===== src/rtl/io_edge_capture_pkg.sv =====
// rtl/io_edge_capture_pkg.sv - register offsets and CTRL/STATUS bit positions for io_edge_capture
package io_edge_capture_pkg;

   localparam logic [7:0] REG_CTRL   = 8'h00;
   localparam logic [7:0] REG_STATUS = 8'h04;
   localparam logic [7:0] REG_DATA   = 8'h08;
   localparam logic [7:0] REG_TIMER  = 8'h0C;

   localparam int CTRL_ENABLE_BIT  = 0;
   localparam int CTRL_CLEAR_BIT   = 1;
   localparam int CTRL_MASK_LSB    = 8;

   localparam int STATUS_EMPTY_BIT = 8;
   localparam int STATUS_FULL_BIT  = 9;
   localparam int STATUS_OVF_BIT   = 10;

   typedef enum logic [1:0] {
      SEL_CTRL,
      SEL_STATUS,
      SEL_DATA,
      SEL_TIMER
   } reg_sel_e;

endpackage


===== src/rtl/io_edge_capture_sync_fifo.sv =====
// rtl/io_edge_capture_sync_fifo.sv - event FIFO with registered count/empty/full and drop indication
module sync_fifo #(
   parameter int  W     = 32,
   parameter int  DEPTH = 16,
   localparam int AW    = $clog2(DEPTH),
   localparam int CW    = AW + 1
) (
   input  logic          clk,
   input  logic          reset,
   input  logic          clear,
   input  logic          push,
   input  logic          pop,
   input  logic [W-1:0]  din,
   output logic [W-1:0]  dout,
   output logic          full,
   output logic          empty,
   output logic [CW-1:0] count,
   output logic          drop
);

   logic [W-1:0]  mem [DEPTH];
   logic [AW-1:0] wr_ptr;
   logic [AW-1:0] rd_ptr;
   logic          do_push;
   logic          do_pop;
   logic [CW-1:0] count_next;

   // A pop on an empty FIFO is ignored; a push into a full FIFO survives only if a pop frees a slot.
   assign do_pop  = pop && !empty;
   assign do_push = push && (!full || do_pop);
   assign drop    = push && full && !do_pop && !clear;
   assign dout    = mem[rd_ptr];

   always_comb begin
      count_next = count;
      if (clear)
         count_next = '0;
      else if (do_push && !do_pop)
         count_next = count + 1'b1;
      else if (do_pop && !do_push)
         count_next = count - 1'b1;
   end

   always_ff @(posedge clk) begin
      if (reset) begin
         wr_ptr <= '0;
         rd_ptr <= '0;
         count  <= '0;
         empty  <= 1'b1;
         full   <= 1'b0;
      end else begin
         count <= count_next;
         empty <= (count_next == '0);
         full  <= (count_next == CW'(DEPTH));
         if (clear) begin
            wr_ptr <= '0;
            rd_ptr <= '0;
         end else begin
            if (do_push)
               wr_ptr <= wr_ptr + 1'b1;
            if (do_pop)
               rd_ptr <= rd_ptr + 1'b1;
         end
      end
   end

   always_ff @(posedge clk) begin
      if (do_push && !clear)
         mem[wr_ptr] <= din;
   end

endmodule


===== src/rtl/io_edge_capture.sv =====
// rtl/io_edge_capture.sv - wishbone-readable timestamped edge logger for project IO inputs
module io_edge_capture
   import io_edge_capture_pkg::*;
#(
   parameter logic [31:0] BASE_ADDR = 32'h30000500,
   parameter int          WIDTH     = 8,
   parameter int          DEPTH     = 16,
   parameter int          TS_BITS   = 24
) (
   input  logic             clk,
   input  logic             reset,
   input  logic             wb_valid,
   input  logic             wb_we,
   input  logic [3:0]       wb_sel,
   input  logic [31:0]      wb_adr,
   input  logic [31:0]      wb_dat_i,
   output logic             wb_ack,
   output logic [31:0]      wb_dat_o,
   input  logic [WIDTH-1:0] sample_in,
   output logic             not_empty
);

   localparam int EW = WIDTH + TS_BITS;
   localparam int CW = $clog2(DEPTH) + 1;

   logic [WIDTH-1:0]   sync_a;
   logic [WIDTH-1:0]   sync_b;
   logic [WIDTH-1:0]   prev;
   logic [WIDTH-1:0]   mask;
   logic               enable;
   logic               overflow;
   logic [TS_BITS-1:0] ts;

   logic               hit;
   reg_sel_e           sel;
   logic               start;
   logic               ctrl_wr;
   logic               clear;
   logic               pop;
   logic               event_hit;
   logic [31:0]        rdata;

   logic [EW-1:0]      fifo_dout;
   logic               fifo_full;
   logic               fifo_empty;
   logic [CW-1:0]      fifo_count;
   logic               fifo_drop;
   logic               unused_bits;

   assign unused_bits = ^{wb_dat_i, wb_sel[3:2]};

   always_comb begin
      hit = 1'b0;
      sel = SEL_CTRL;
      if (wb_valid && (wb_adr[31:8] == BASE_ADDR[31:8])) begin
         case (wb_adr[7:0])
            REG_CTRL:   begin hit = 1'b1; sel = SEL_CTRL;   end
            REG_STATUS: begin hit = 1'b1; sel = SEL_STATUS; end
            REG_DATA:   begin hit = 1'b1; sel = SEL_DATA;   end
            REG_TIMER:  begin hit = 1'b1; sel = SEL_TIMER;  end
            default:    hit = 1'b0;
         endcase
      end
   end

   // A held wb_valid restarts only after the ack cycle, so each access is seen exactly once.
   assign start     = hit && !wb_ack;
   assign ctrl_wr   = start && wb_we && (sel == SEL_CTRL);
   assign clear     = ctrl_wr && wb_sel[0] && wb_dat_i[CTRL_CLEAR_BIT];
   assign pop       = start && !wb_we && (sel == SEL_DATA);
   assign event_hit = enable && (((sync_b ^ prev) & mask) != '0);

   sync_fifo #(
      .W     (EW),
      .DEPTH (DEPTH)
   ) u_fifo (
      .clk   (clk),
      .reset (reset),
      .clear (clear),
      .push  (event_hit),
      .pop   (pop),
      .din   ({sync_b, ts}),
      .dout  (fifo_dout),
      .full  (fifo_full),
      .empty (fifo_empty),
      .count (fifo_count),
      .drop  (fifo_drop)
   );

   assign not_empty = !fifo_empty;

   always_comb begin
      rdata = '0;
      case (sel)
         SEL_CTRL: begin
            rdata[CTRL_ENABLE_BIT]           = enable;
            rdata[CTRL_MASK_LSB +: WIDTH]    = mask;
         end
         SEL_STATUS: begin
            rdata[CW-1:0]                    = fifo_count;
            rdata[STATUS_EMPTY_BIT]          = fifo_empty;
            rdata[STATUS_FULL_BIT]           = fifo_full;
            rdata[STATUS_OVF_BIT]            = overflow;
         end
         SEL_DATA: begin
            if (!fifo_empty)
               rdata[EW-1:0]                 = fifo_dout;
         end
         SEL_TIMER: rdata[TS_BITS-1:0]       = ts;
         default:   rdata = '0;
      endcase
   end

   always_ff @(posedge clk) begin
      if (reset) begin
         sync_a   <= '0;
         sync_b   <= '0;
         prev     <= '0;
         mask     <= '0;
         enable   <= 1'b0;
         overflow <= 1'b0;
         ts       <= '0;
         wb_ack   <= 1'b0;
         wb_dat_o <= '0;
      end else begin
         sync_a <= sample_in;
         sync_b <= sync_a;
         prev   <= sync_b;

         if (clear)
            ts <= '0;
         else if (enable)
            ts <= ts + 1'b1;

         if (clear)
            overflow <= 1'b0;
         else if (fifo_drop)
            overflow <= 1'b1;

         if (ctrl_wr) begin
            if (wb_sel[0])
               enable <= wb_dat_i[CTRL_ENABLE_BIT];
            if (wb_sel[1])
               mask <= wb_dat_i[CTRL_MASK_LSB +: WIDTH];
         end

         wb_ack   <= start;
         wb_dat_o <= (start && !wb_we) ? rdata : '0;
      end
   end

endmodule


===== config.mk =====
export PLATFORM = sky130hd
export DESIGN_NAME = io_edge_capture
export DESIGN_NICKNAME = d
export VERILOG_FILES = /design/src/rtl/io_edge_capture_pkg.sv /design/src/rtl/io_edge_capture_sync_fifo.sv /design/src/rtl/io_edge_capture.sv
export SDC_FILE = /design/constraint.sdc
export NUM_CORES = 1
export LEC_CHECK = 0
export ABC_AREA = 1
export ABC_CLOCK_PERIOD_IN_PS = 4400
export CAP_MARGIN = 20
export CORE_MARGIN = 4
export CORE_UTILIZATION = 50
export CTS_CLUSTER_DIAMETER = 40
export CTS_CLUSTER_SIZE = 16
export DETAILED_ROUTE_END_ITERATION = 10
export GPL_ROUTABILITY_DRIVEN = 0
export PLACE_DENSITY = 0.82
export SETUP_SLACK_MARGIN = 0.5
export SLEW_MARGIN = 40
export SYNTH_ARGS = -nofsm -noshare
export SYNTH_HDL_FRONTEND = slang
export SYNTH_SLANG_ARGS = --single-unit

===== constraint.sdc =====
create_clock -name clk -period 4.4 [get_ports clk]
set_clock_uncertainty 0.05 [all_clocks]
set_input_delay 0.44 -clock clk [delete_from_list [all_inputs] [get_ports clk]]
set_output_delay 0.44 -clock clk [all_outputs]
set_load 0.1 [all_outputs]

Yosys cells after proc, flatten, opt, wreduce, memory -nomap -nowiden --
Memory sizes are Yosys's and may differ from the RTL's. A register that Yosys moved wholly into a read port is not among the register bits. Cells that the tools add are included.
Cells by class: add/subtract/negate cells 5, equality and inequality tests 8, muxes and demuxes 18, bitwise logic cells 4, reductions and logical operators 35
Operator list (count):
- $add A24 B1 Y24 const B | 1
- $eq A24 B22 Y1 const B | 1
- $mux W24 | 1
- $logic_and A1 B1 Y1 | 17
- $eq A8 B4 Y1 const B | 2
- $pmux W8 S2 | 1
- $mux W5 | 3
- $pmux W5 S3 | 1
- $pmux W3 S4 | 1
- $pmux W4 S3 | 1
- $add A4 B1 Y4 const B | 2
- $and A8 B8 Y8 | 1
- $eq A8 B3 Y1 const B | 1
- $logic_not A8 Y1 | 1
- $mux W4 | 2
- $reduce_bool A8 Y1 | 1
- $reduce_or A4 Y1 | 2
- $xor A8 B8 Y8 | 1
- $logic_not A1 Y1 | 7
- $pmux W2 S3 | 1
- $pmux W3 S2 | 1
- $add A5 B1 Y5 const B | 1
- $eq A5 B5 Y1 const B | 1
- $logic_not A5 Y1 | 1
- other kinds (11) | 18
Storage, ports and cells: bits in registers 106, memory bits (writable) 512, output and inout bits 34, word-level logic and storage cells 86, memories 1
Memories:
- u_fifo.mem | depth 16, width 32, read ports 1, clocked after Yosys merged registers in 1, write ports 1, RTL line io_edge_capture_sync_fifo.sv:21 | logic [W-1:0] mem [DEPTH];

Depth between registers and ports, before layout --
Gate-level depths: netlist of run 1.
word-level depth 16, gate-level depth with buffers 18

Cells and area by module --
From an unflattened synthesis of run 1, not the netlist that was laid out.
Unflattened totals: cell total of the unflattened synthesis 2100, area total of the unflattened synthesis 24827.6 um^2
Modules (own cells, without submodules):
- sync_fifo | instances 1, cells each 1524, area an instance 20767.4 um^2, seq. area each 15755.1 um^2
- io_edge_capture | instances 1, cells each 576, area an instance 4060.1 um^2, seq. area each 1821.7 um^2

Worst setup path after synthesis of run 1 --
No wires, ideal clock.
path kind input port to flip-flop, from input wb_adr[27], to memory u_fifo.mem[1][0] (enable), library setup time 0.461 ns, data arrival time 3.772 ns, data required time 3.889 ns, setup slack 0.117 ns, cell stages on the path 11, buffers on the path 0, cell sequence nor2_1 -> nand2_1 -> nor2_1 -> nand2_2 -> nor2_4 -> nand3_4 -> nor2_8 -> o21ai_4 -> inv_2 -> nand2_1 -> nor3_1
Between the ends: word-level cells in the longest chain between the ends 12
RTL lines:
- from (decl) | RTL line io_edge_capture.sv:15 | input logic [31:0] wb_adr,
- $eq A24 B22 Y1 * | RTL line io_edge_capture.sv:55 | if (wb_valid && (wb_adr[31:8] == BASE_ADDR[31:8])) begin
- $logic_and A1 B1 Y1 * | RTL line io_edge_capture.sv:55
- $mux W1 | RTL line io_edge_capture.sv:55
- $logic_and A1 B1 Y1 | RTL line io_edge_capture.sv:67 | assign start = hit && !wb_ack;
- $logic_and A1 B1 Y1 (on tied branches) (2 in a row) | RTL line io_edge_capture.sv:70, io_edge_capture.sv:68
- $logic_and A1 B1 Y1 (on tied branches) | RTL line io_edge_capture_sync_fifo.sv:29, io_edge_capture.sv:69
- $logic_or A1 B1 Y1 or $logic_and A1 B1 Y1 (tied branches) | RTL line io_edge_capture_sync_fifo.sv:30, io_edge_capture.sv:69
- $logic_and A1 B1 Y1 or $logic_not A1 Y1 (tied branches) | RTL line io_edge_capture_sync_fifo.sv:30, io_edge_capture_sync_fifo.sv:68
- $logic_and A1 B1 Y1 * | RTL line io_edge_capture_sync_fifo.sv:68 | if (do_push && !clear)
- $mux W1 * | RTL line io_edge_capture_sync_fifo.sv:68
- $mux W1 (implied by the code) * | RTL line io_edge_capture_sync_fifo.sv:69 | mem[wr_ptr] <= din;
- to (decl) | RTL line io_edge_capture_sync_fifo.sv:21
Every way passes the cells marked *; elsewhere a longest branch is shown, timed or not.

Worst setup path in the final report of run 1 --
from register sync_b[4], to memory u_fifo.mem[12][27] (enable)
Between the ends: word-level cells in the longest chain between the ends 8
RTL lines:
- from (decl) | RTL line io_edge_capture.sv:27 | logic [WIDTH-1:0] sync_b;
- from (signal assigned) | RTL line io_edge_capture.sv:127 | sync_b <= sync_a;
- $xor A8 B8 Y8 | RTL line io_edge_capture.sv:71 | assign event_hit = enable && (((sync_b ^ prev) & mask) != '0);
- $and A8 B8 Y8 | RTL line io_edge_capture.sv:71
- $reduce_bool A8 Y1 | RTL line io_edge_capture.sv:71
- $logic_and A1 B1 Y1 | RTL line io_edge_capture.sv:71
- $logic_and A1 B1 Y1 | RTL line io_edge_capture_sync_fifo.sv:30 | assign do_push = push && (!full || do_pop);
- $logic_and A1 B1 Y1 | RTL line io_edge_capture_sync_fifo.sv:68
- $mux W1 | RTL line io_edge_capture_sync_fifo.sv:68
- $mux W1 (implied by the code) | RTL line io_edge_capture_sync_fifo.sv:69
Every way passes these cells.

==> results.toml, run 1 <==
[critical_path]
worstSetupStartpointType = "flip-flop"
crit_path_end_kind = "flip-flop"
critPathKind = "flip-flop to flip-flop"
cp.required_ns = 4.65
crit_fanout = 25
reg2regPathDepth = 13
cp.arrival_ns = 3.87

[drt]
postRouteAntennaNets = 0
via_per_inst = 5.80
top_layer = "met4"
dr_wl_met3_mm = 6.08
wirelength_met1_mm = 23.7
drt_iter0_drc = 2138
drc = 0
routedWlPerCell_um = 21.3
drt_wl_total_mm = 63.3
vias = 17200
firstDrtPassIters = 6
wl_met2_mm = 31.1

[place]
dp_hpwl_mm = 34.9
dp_slack_ns = 0.567
dp.cells = 2839
place.port_buffers = 89

[grt]
grtUsageTotal_pct = 22.8
grt_pass1_wl_mm = 95.7
grt_pass1_vias = 17000
grt-ovfl-total = 0
antenna_found_initial = 0
grt_max_degree = 84

[die]
die_h_um = 234
initial_core_util_pct = 50.7
rows = 82
ioPinCount = 114
core-area_mm2 = 0.0503
fp.dieW_um = 234
dieArea_mm2 = 0.0546

[timing]
holdWs_ns = 0.279
period_needed_ns = 3.62
setup_ws_ns = 0.776
setup_viol = 0
finalHoldViolCount = 0
maxSlewHeadroom_pct = 44.9
rsz0062_at_grt = "false"
totalNegativeSetupSlack_ns = 0
period_share_pct = 82.4
max_freq_mhz = 276
slew_viol_final = 0
worstMarginPinSlew_ns = 0.825

[finish]
fillers = 3717
post-route-util_pct = 59.3
stdcell_count = 2974
nNetsFinal = 2330
diodes = 0
multiInputGateArea_mm2 = 0.00658
area_growth_pct = 17.0
layout-drive-gt1-share_pct = 11.1
seq_area_mm2 = 0.0176

[synth]
synth_mux_area_share_pct = 4.95
synth_area_mm2 = 0.0255
yosys_register_bits = 622
syn_inst = 2137
ys.flop_type = "edfxtp_1"
syn_area_per_cell_um2 = 11.9
synth_top_area_share_pct = 60.3
synth_top_family_by_area = "compound AO/OA/AOI/OAI gates"
post_synth_xor_area_fraction_pct = 0.825
yosysSeqAreaShare_pct = 69.0
synthAdderAreaFrac_pct = 0.393
synth_edf_count = 512
synth_fp_nets = 2225
synth-compound-area-share_pct = 10.8
synthArstFlopShare_pct = 0
synth_cell_types = 44
yosysWarnings = 0
yosysTopAreaCell = "edfxtp_1"
yosys.area_share.simple_pct = 8.45
yosys-top-cells-area = "edfxtp_1, dfxtp_1, o21ai_0"

[run_status]
status = "finished, final reports clean"

[clock_network]
cts_setup_buffers = 0
ctsResizeCount = 0
clkTransAtPathRegs_ns = 0.06
holdBufCountCts = 0
cts_num_sinks = 622
cts-root-buf = "clkbuf_16"
cts.htree.levels = 3
clk_latency_ns = 0.63
tritoncts = "yes"
cts_buffers = 72
clock_path_buffers = 3

[power_and_ir_drop]
vdd_ir_drop_max_mv = 0.328
p_per_area_mw_per_mm2 = 432
static-leakage-power_nw = 10.6

[job]
maxCapViolCount = 0

[hold_path]
min_path_type = "input pin to flip-flop"
holdPathStages = 3
cells in the final DEF (no fill, tap or decap), types with 55 or more instances in the layout:
master / netlist / final
edfxtp_1: 512 / 512
o21ai_0: 258 / 258
inv_1: 255 / 254
nand2_1: 195 / 195
a21oi_1: 167 / 167
nor2_1: 149 / 145
mux2i_1: 126 / 126
dfxtp_1: 110 / 106
nand3_1: 85 / 85
clkbuf_16: 0 / 76
clkdlybuf4s50_1: 0 / 55
layer usage:
| metal | track usage, % | up-vias |
|---|---|---|
| li1 | - | 7754 |
| met1 | 29.5 | 8298 |
| met2 | 38.3 | 1014 |
| met3 | 4.31 | 176 |
| met4 | 9.12 | 0 |
| met5 | 0 | - |
Yosys cell counts (all sizes together), types with 5 or more instances:
master    n
ha        8
nor2    157
xor2     21
nand2   200
nand4     5
nand3    90
o22ai     8
clkbuf   62
edfxtp  512
buf      44
o21ai   260
o211ai   41
inv     257
nor3     25
mux2i   126
dfxtp   110
a211oi   23
a21oi   167
cell families after synthesis:
group / count (synthesis)
AOI/OAI and AO/OA: 509
xor gates and xnor gates: 24
adders and majority gates: 8
buffers and inverters: 365
DFF: 622
muxes: 126
and+or+nand+nor: 483
per-stage QoR:
stage,power [mW],cell area (um2)
after detailed placement,6.55,27100
after floorplan,6.48,25500
after CTS,12.9,29800
final,12.9,29800
after global placement,6.54,27300
after global routing,13.2,29800
sequential cells by signal (all words and copies together), names as in the netlist, named ones only:
name	cells
prev	8
sync_a	8
enable	1
u_fifo.empty	1
u_fifo.count	5
u_fifo.full	1
mask	8
ts	24
wb_ack	1
u_fifo.mem	512
wb_dat_o	32
u_fifo.wr_ptr	4
overflow	1
sync_b	8
u_fifo.rd_ptr	4
power breakdown:
part	switching [mW]	total, mW	internal, mW
clock network	2.64	6.45	3.81
logic	0.0487	0.105	0.0562
registers	0.0187	6.32	6.30
critical path, stage by stage (launching register included):
cell and delay (ns):
dfxtp_1 0.83, inv_1 0.14, nand2_1 0.11, nand3_1 0.08, nand2_1 0.08, nor2_1 0.05, nand2_1 0.13, nand2_2 0.14
inv_1 0.24, o21ai_4 0.14, inv_2 0.11, nand3_1 0.38, nor2_4 0.50, buf_12 0.30
path summary, 6_finish.rpt:
| path | startpoint | to | slack (ns) |
|---|---|---|---|
| max | sync_b[4] | u_fifo.mem[12][27] | 0.78 |
| min | sample_in[2] | sync_a[2] | 0.28 |
| max reg2reg | sync_b[4] | u_fifo.mem[12][27] | 0.78 |
| min reg2reg | sync_a[7] | sync_b[7] | 0.35 |
cell type report:
cell class,count,share of cell area (%)
Timing Repair Buffer,137,3.94
Clock buffer,84,6.54
Multi-Input combinational cell,1150,22.1
Tap cell,672,2.82
Inverter,259,3.28
Clock inverter,50,2.38
Sequential cell,622,59.0
Note: power is estimated with default switching activity, not from simulation.
==> run 2, diff against run 1 <==
Settings changed: ABC_CLOCK_PERIOD_IN_PS 4400 to 3050.
Clock period 4.4 ns to 3.05 ns, I/O delays scaled along.
==> run 2 against run 1 <==
Global-route usage is 0.38 points higher. Final cell count is 2.3% higher. Sequential share of layout area shrank 1.6 points. Core utilization rose by 1.8 points. Critical endpoint is now u_fifo.mem[1][1]. Largest cell class unchanged.
==> results.toml, run 2 (same netlist as run 1, synthesis figures left out) <==
[clock_network]
cts-root-buf = "clkbuf_16"
cts.htree.levels = 3
clk_latency_ns = 0.63
clkTransAtPathRegs_ns = 0.06
cts_buffers = 80
cts_num_sinks = 622
tritoncts = "yes"
clock_path_buffers = 3

[finish]
fillers = 3578
diodes = 0
layout_common_cells = "edfxtp_1, o21ai_0, inv_1"
area_growth_pct = 20.6
regMostFlops = "u_fifo.mem"
finalInstanceArea_mm2 = 0.0307
stdcell_count = 3043
final_common_cell = "edfxtp_1"
largest_reg_flops = 512
nNetsFinal = 2391
top_regs = "u_fifo.mem: 512 flops, wb_dat_o: 32 flops, ts: 24 flops"
layout-drive-gt1-share_pct = 14.2

[drt]
drt_iter0_drc = 2341
drc = 0
routedWlPerCell_um = 20.8
postRouteAntennaNets = 0
firstDrtPassIters = 5
drt_wl_total_mm = 63.4
via_per_inst = 5.81
vias = 17700

[die]
fp.dieW_um = 234
ioPinCount = 114
core-area_mm2 = 0.0503
rows = 82
dieArea_mm2 = 0.0546
die_h_um = 234
initial_core_util_pct = 50.7

[critical_path]
crit_path_max_incr_delay_ns = 0.30
slowest_stage = "dfxtp_1"
worstSetupStartpointType = "flip-flop"
critPathKind = "flip-flop to flip-flop"
path_common_cell = "nand2_1"
critPathTopFamily = "simple AND/OR/NAND/NOR gates"
worstReg2RegStart = "mask[3]"
crit_path_end_kind = "flip-flop"
crit_fanout = 12
cp.required_ns = 3.34
startpoint = "mask[3]"
worstPathBufferInverterCount = 5
cp.arrival_ns = 2.79
crit_chain = "inv_1 > a21oi_1 > nand2_1 > nand2_1 > nor2_1 > nand2_1 > nand2_4 > inv_4 > o21ai_4 > inv_2 > nand2_8 > nor3_4 > buf_4 > bufbuf_16"

[hold_path]
min_path_type = "input pin to flip-flop"
min_from = "sample_in[0]"

[grt]
antenna_found_initial = 0
grtUsageTotal_pct = 23.2
grt-ovfl-total = 0
grt_max_degree = 87
grt_pass1_wl_mm = 98.2
grt_pass1_vias = 17900

[place]
dpl_cell_area_mm2 = 0.0278
dp.cells = 2880
place.port_buffers = 89
dp_slack_ns = 0.0478
dp_hpwl_mm = 36.4

[timing]
finalHoldViolCount = 0
maxSlewHeadroom_pct = 47.3
setup_ws_ns = 0.546
setup_viol = 0
max_freq_mhz = 399
worstMarginPinSlew_ns = 0.789
period_needed_ns = 2.50
rsz0062_at_grt = "false"
totalNegativeSetupSlack_ns = 0
slew_viol_final = 0
period_share_pct = 82.1

[power_and_ir_drop]
p_per_area_mw_per_mm2 = 607
finalPower_mw = 18.6
vdd_ir_drop_max_mv = 0.443
static-leakage-power_nw = 11.0

[run_status]
status = "finished, final reports clean"

[job]
maxCapViolCount = 0
[run 2: cell count changes in the layout (fill, tap and decap cells not counted), sizes merged, moves of 3 or more]
cell,delta
clkbuf,+9
bufinv,-4
clkinv,+7
clkinvlp,+3
buf,+52
[run 2: area by class of cell]
type	count	area, um2	area share [%]
clock buffers	93	2140	6.95
clock inverters	57	586	1.91
inverters	259	977	3.18
multi-input cells	1150	6650	21.6
flip-flops and latches	622	17600	57.3
well taps	672	841	2.74
repair buffers	190	1930	6.28
[run 2: per-layer routing]
| metal | GRT usage, % | routed length (um) |
|---|---|---|
| met5 | 0 | 0 |
| met4 | 10.8 | 2650 |
| met3 | 4.63 | 6200 |
| met2 | 38.0 | 30500 |
| met1 | 29.9 | 24000 |
[run 2: worst min-delay path: cells and delay by family]
| family | cells | cell delay [ns] |
|---|---|---|
| buffers and inverters | 2 | 0.44 |
| and+or+nand+nor | 1 | 0.03 |
[run 2: repair_timing]
| action | CTS | global route |
|---|---|---|
| cloned | 1 | 0 |
| resized for setup | 9 | 7 |
| setup endpoints to repair | 512 | 515 |
| hold buffers | 0 | 0 |
| pin swaps | 2 | 0 |
| setup buffers | 7 | 5 |
| hold endpoints to repair | 0 | 0 |
[run 2: where the power goes]
group / leakage (nW) / internal, mW / switching [mW]
combinational: 4.02 / 0.0899 / 0.0952
clock: 1.31 / 5.53 / 3.84
sequential: 5.63 / 9.09 / 0.00900
[run 2: stage by stage]
stage	hold WS, ns	util [%]
3_3_place_gp	0.333	55.4
4_1_cts	0.119	61.0
2_1_floorplan	0.331	-
6_report	0.144	61.1
3_5_place_dp	0.339	55.4
5_1_grt	0.150	61.1
[run 2: path summary, 6_finish.rpt]
path / endpoint / slack [ns] / cells after the start
setup reg to reg: u_fifo.mem[1][1] / 0.55 / 14
hold reg to reg: sync_b[4] / 0.35 / 2
setup / recovery: u_fifo.mem[1][1] / 0.55 / 14
hold / removal: sync_a[0] / 0.14 / 3
==> variant 1, RTL diff (config.mk and constraints of run 2) <==
Reset style: asynchronous (`reset`), changed in 2 clocked blocks.
--- a/src/rtl/io_edge_capture_sync_fifo.sv
+++ b/src/rtl/io_edge_capture_sync_fifo.sv
@@ -41,7 +41,7 @@
          count_next = count - 1'b1;
    end
 
-   always_ff @(posedge clk) begin
+   always_ff @(posedge clk or posedge reset) begin
       if (reset) begin
          wr_ptr <= '0;
          rd_ptr <= '0;
--- a/src/rtl/io_edge_capture.sv
+++ b/src/rtl/io_edge_capture.sv
@@ -111,7 +111,7 @@
       endcase
    end
 
-   always_ff @(posedge clk) begin
+   always_ff @(posedge clk or posedge reset) begin
       if (reset) begin
          sync_a   <= '0;
          sync_b   <= '0;
Function: differs if reset is asserted again (counterexample within 4 cycles, from zero or initial values and one cycle with reset high); with reset held inactive, the same outputs for 4 cycles.
==> variant 1 against run 2 <==
Wire length fell by 0.18%. First-iteration DRC count up 11%. Non-clock buffer count down 14. Total power down 9.6%. Area after synthesis is 1.7% lower. Sequential cell count decreased by 4. Worst setup slack got worse by 0.031 ns. Via count is 3.0% lower. Final area shrank 4.1%. Sequential power is essentially flat.
==> variant 1: results <==
set metrics [dict create \
    cts_buffers 59 \
    total_leakage_power_nw 10.73 \
    met2_length_um 30280 \
    drt_pass1_iterations 7 \
    final_nets 2183 \
    avgSynthCellArea_sq_um 12.74 \
    synthArstFlopShare_pct 17.15 \
    final_layout_size_suffix_gt1_share_pct 14.88 \
    gr-usage-met2_pct 37.09 \
    wl_um 63270 \
    ys_types 47 \
    yosysSeqAreaShare_pct 72.01 \
    r2r_cells 10 \
    grtUsageMet3_pct 4.441 \
    top_layer "met5" \
    via_count 17160 \
    synth_commonest_cells "512 x edfxtp_1, 360 x nor2_1, 181 x nand2_1, 172 x o21ai_0, 105 x dfrtp_1" \
    slowest_delay_ns 0.58 \
    synth_adder_area_share_pct 0.3998 \
    synthXorXnorAreaFrac_pct 0.2798 \
    worst-slew-pin-transition_ns 0.7685 \
    fin_cells 2808 \
    path_max_fanout 19 \
    ys_top_cells_by_area "edfxtp_1 61%, dfrtp_1 10%, nor2_1 5.4%, o21ai_0 3.4%, nand2_1 2.7%" \
    dp.cells 2695 \
    peakVddDrop_mv 0.4932 \
    outcome "completed" \
    placed_area_sq_mm 0.02730 \
    synthesis.nets 2054 \
    antenna_found_initial 3 \
    cp_data_arrival_time_ns 2.83 \
    muxShareOfSynthArea_pct 2.479 \
    drt-initial-drc-count 2589 \
    period_minus_slack_ns 2.534 \
    hold_class "input pin to async pin" \
    rr_endpoint "u_fifo.mem[13][12]$_DFFE_PP_" \
    hpwl_um 36770 \
    synth-compound-area-share_pct 9.715 \
    grt_pass1_wl_um 95630 \
    r2r_start "sync_b[3]$_DFF_PP0_" \
    wl_met1_um 22850 \
    cpMaxStageDelayCell "dfrtp_4" \
]
==> variant 1: final cells by class <==
type / count / area, sq um
Sequential cell: 618 / 18050
Clock inverter: 42 / 491.7
Clock buffer: 68 / 1573
Inverter: 100 / 387.9
Multi-Input combinational cell: 1140 / 6309
Tap cell: 664 / 830.8
Timing Repair Buffer: 176 / 1826
Fill cell: 3555 / 19790
==> variant 1: power by group <==
group	switching (mW)	internal, mW	leakage [nW]
registers	0.0157	9.07	6.29
clock network	3.30	4.31	1.00
logic	0.0847	0.0824	3.44
total	3.40	13.5	10.7
==> variant 1: what timing repair did <==
item / 4_1_cts / 5_1_grt
resized for setup: 3 / 7
setup endpoints to repair: 513 / 534
cloned: 0 / 2
hold buffers: 0 / 0
setup buffers: 0 / 1
==> variant 2, RTL diff (flow settings as in run 2) <==
Made on the original files. `DEPTH` is set to 16 in 2 places; all go to 8.
--- a/src/rtl/io_edge_capture_sync_fifo.sv
+++ b/src/rtl/io_edge_capture_sync_fifo.sv
@@ -1,7 +1,7 @@
 // rtl/io_edge_capture_sync_fifo.sv - event FIFO with registered count/empty/full and drop indication
 module sync_fifo #(
    parameter int  W     = 32,
-   parameter int  DEPTH = 16,
+   parameter int  DEPTH = 8,
    localparam int AW    = $clog2(DEPTH),
    localparam int CW    = AW + 1
 ) (
--- a/src/rtl/io_edge_capture.sv
+++ b/src/rtl/io_edge_capture.sv
@@ -4,7 +4,7 @@
 #(
    parameter logic [31:0] BASE_ADDR = 32'h30000500,
    parameter int          WIDTH     = 8,
-   parameter int          DEPTH     = 16,
+   parameter int          DEPTH     = 8,
    parameter int          TS_BITS   = 24
 ) (
    input  logic             clk,
Function: same outputs for any inputs over 4 cycles, from zero or initial values and one cycle with reset high; that may be too few to reach the edited logic, so the function may still have changed.
==> variant 2 against run 2 <==
Area after synthesis is 43% lower. Final area decreased by 43%. Wire length down 43%. Sequential cell count is 260 lower. Via count is 40% lower. Cell count shrank 39%. Worst setup slack better by 0.13 ns. Total power down 47%. Sequential share of layout area decreased by 0.85 points. Sequential power decreased by 43%. Largest cell class unchanged. Largest power group is now sequential cells.
==> variant 2: results <==
set metrics [dict create \
    outcome "completed" \
    ys_types 45 \
    grtUsageMet3_pct 3.879 \
    final_layout_size_suffix_gt1_share_pct 13.03 \
    nNonClkInverters 121 \
    wl_met1_um 13300 \
    p_clk_share_pct 45.9 \
    peakVddDrop_mv 0.3211 \
    wl_per_cell_um 19.36 \
    ctsResizeCount 0 \
    vias_per_cell 5.715 \
    via_count 10610 \
    nonClkBufAreaFrac_pct 7.270 \
    drt-initial-drc-count 1351 \
    sh_seq_area_pct 56.47 \
    nFlopsAndLatches 362 \
    postCtsSetupRepairBufs 0 \
    grt_pass1_vias 10340 \
    top_regs "u_fifo.mem (256), wb_dat_o (32), ts (24)" \
    slowest_delay_ns 0.47 \
    multi_input_area_share_pct 23.68 \
    nFillCells 2130 \
    synth_commonest_cells "273 x nor2_1, 256 x edfxtp_1, 150 x o21ai_0, 122 x nand2_1, 115 x inv_1" \
    p_seq_share_pct 52.6 \
    area_growth_pct 19.85 \
    final_nets 1530 \
    path_max_fanout 32 \
    synthesis.nets 1430 \
    insertion_delay_ns 0.52 \
    crit_path_start "wb_adr[15]" \
    multi_input_comb_cells 800 \
    grt_use_total_pct 21.96 \
    grt_use_met1_pct 27.64 \
    switching_share_pct 19.75 \
    slew_headroom_pct 55.12 \
    clock_area_share_pct 7.176 \
    placed_area_sq_mm 0.01604 \
    total_leakage_power_nw 6.254 \
    yosysSeqAreaShare_pct 67.56 \
    synth_edf_count 256 \
    ys_top_cells_by_area "edfxtp_1 53%, dfxtp_1 15%, nor2_1 7.1%, o21ai_0 5.2%, nand2_1 3.2%" \
    buffers 124 \
    r2r_start "sync_b[5]$_SDFF_PP0_" \
    cpMaxStageDelayCell "clkdlybuf4s50_1" \
    drt_pass1_iterations 6 \
    cts_max_level 2 \
    met2_length_um 17690 \
    cp_data_arrival_time_ns 2.53 \
    total_power_mw 9.945 \
    cts_buffers 36 \
    hpwl_um 20380 \
    dr_wl_met3_um 3708 \
    clkbuf_count 48 \
    dp.cells 1785 \
    root_buffer "clkbuf_16" \
]
## variant 2: changes by cell type after synthesis, moves of 108 or more
cell / delta
edfxtp_1: -256
a21oi_1: -144
inv_1: -140
mux2i_1: -126
nor2_1: +124
o21ai_0: -108
## variant 2: path summary, 6_finish.rpt
kind	cells after the start	end	slack, ns
worst max-delay path	14	u_fifo.mem[0][21]$_DFFE_PP_	0.67
worst min-delay path	3	sync_a[5]$_SDFF_PP0_	0.26
worst min register to register	2	sync_b[0]$_SDFF_PP0_	0.35
worst max register to register	10	u_fifo.mem[0][21]$_DFFE_PP_	0.70
## variant 2: logic make-up after synthesis
family | count (synthesis) | synth area share, %
AOI/OAI and AO/OA | 284 | 11.51
xor gates and xnor gates | 21 | 1.267
adders and majority gates | 5 | 0.4309
buffers and inverters | 183 | 4.869
DFF | 362 | 67.56
and+or+nand+nor | 490 | 14.36
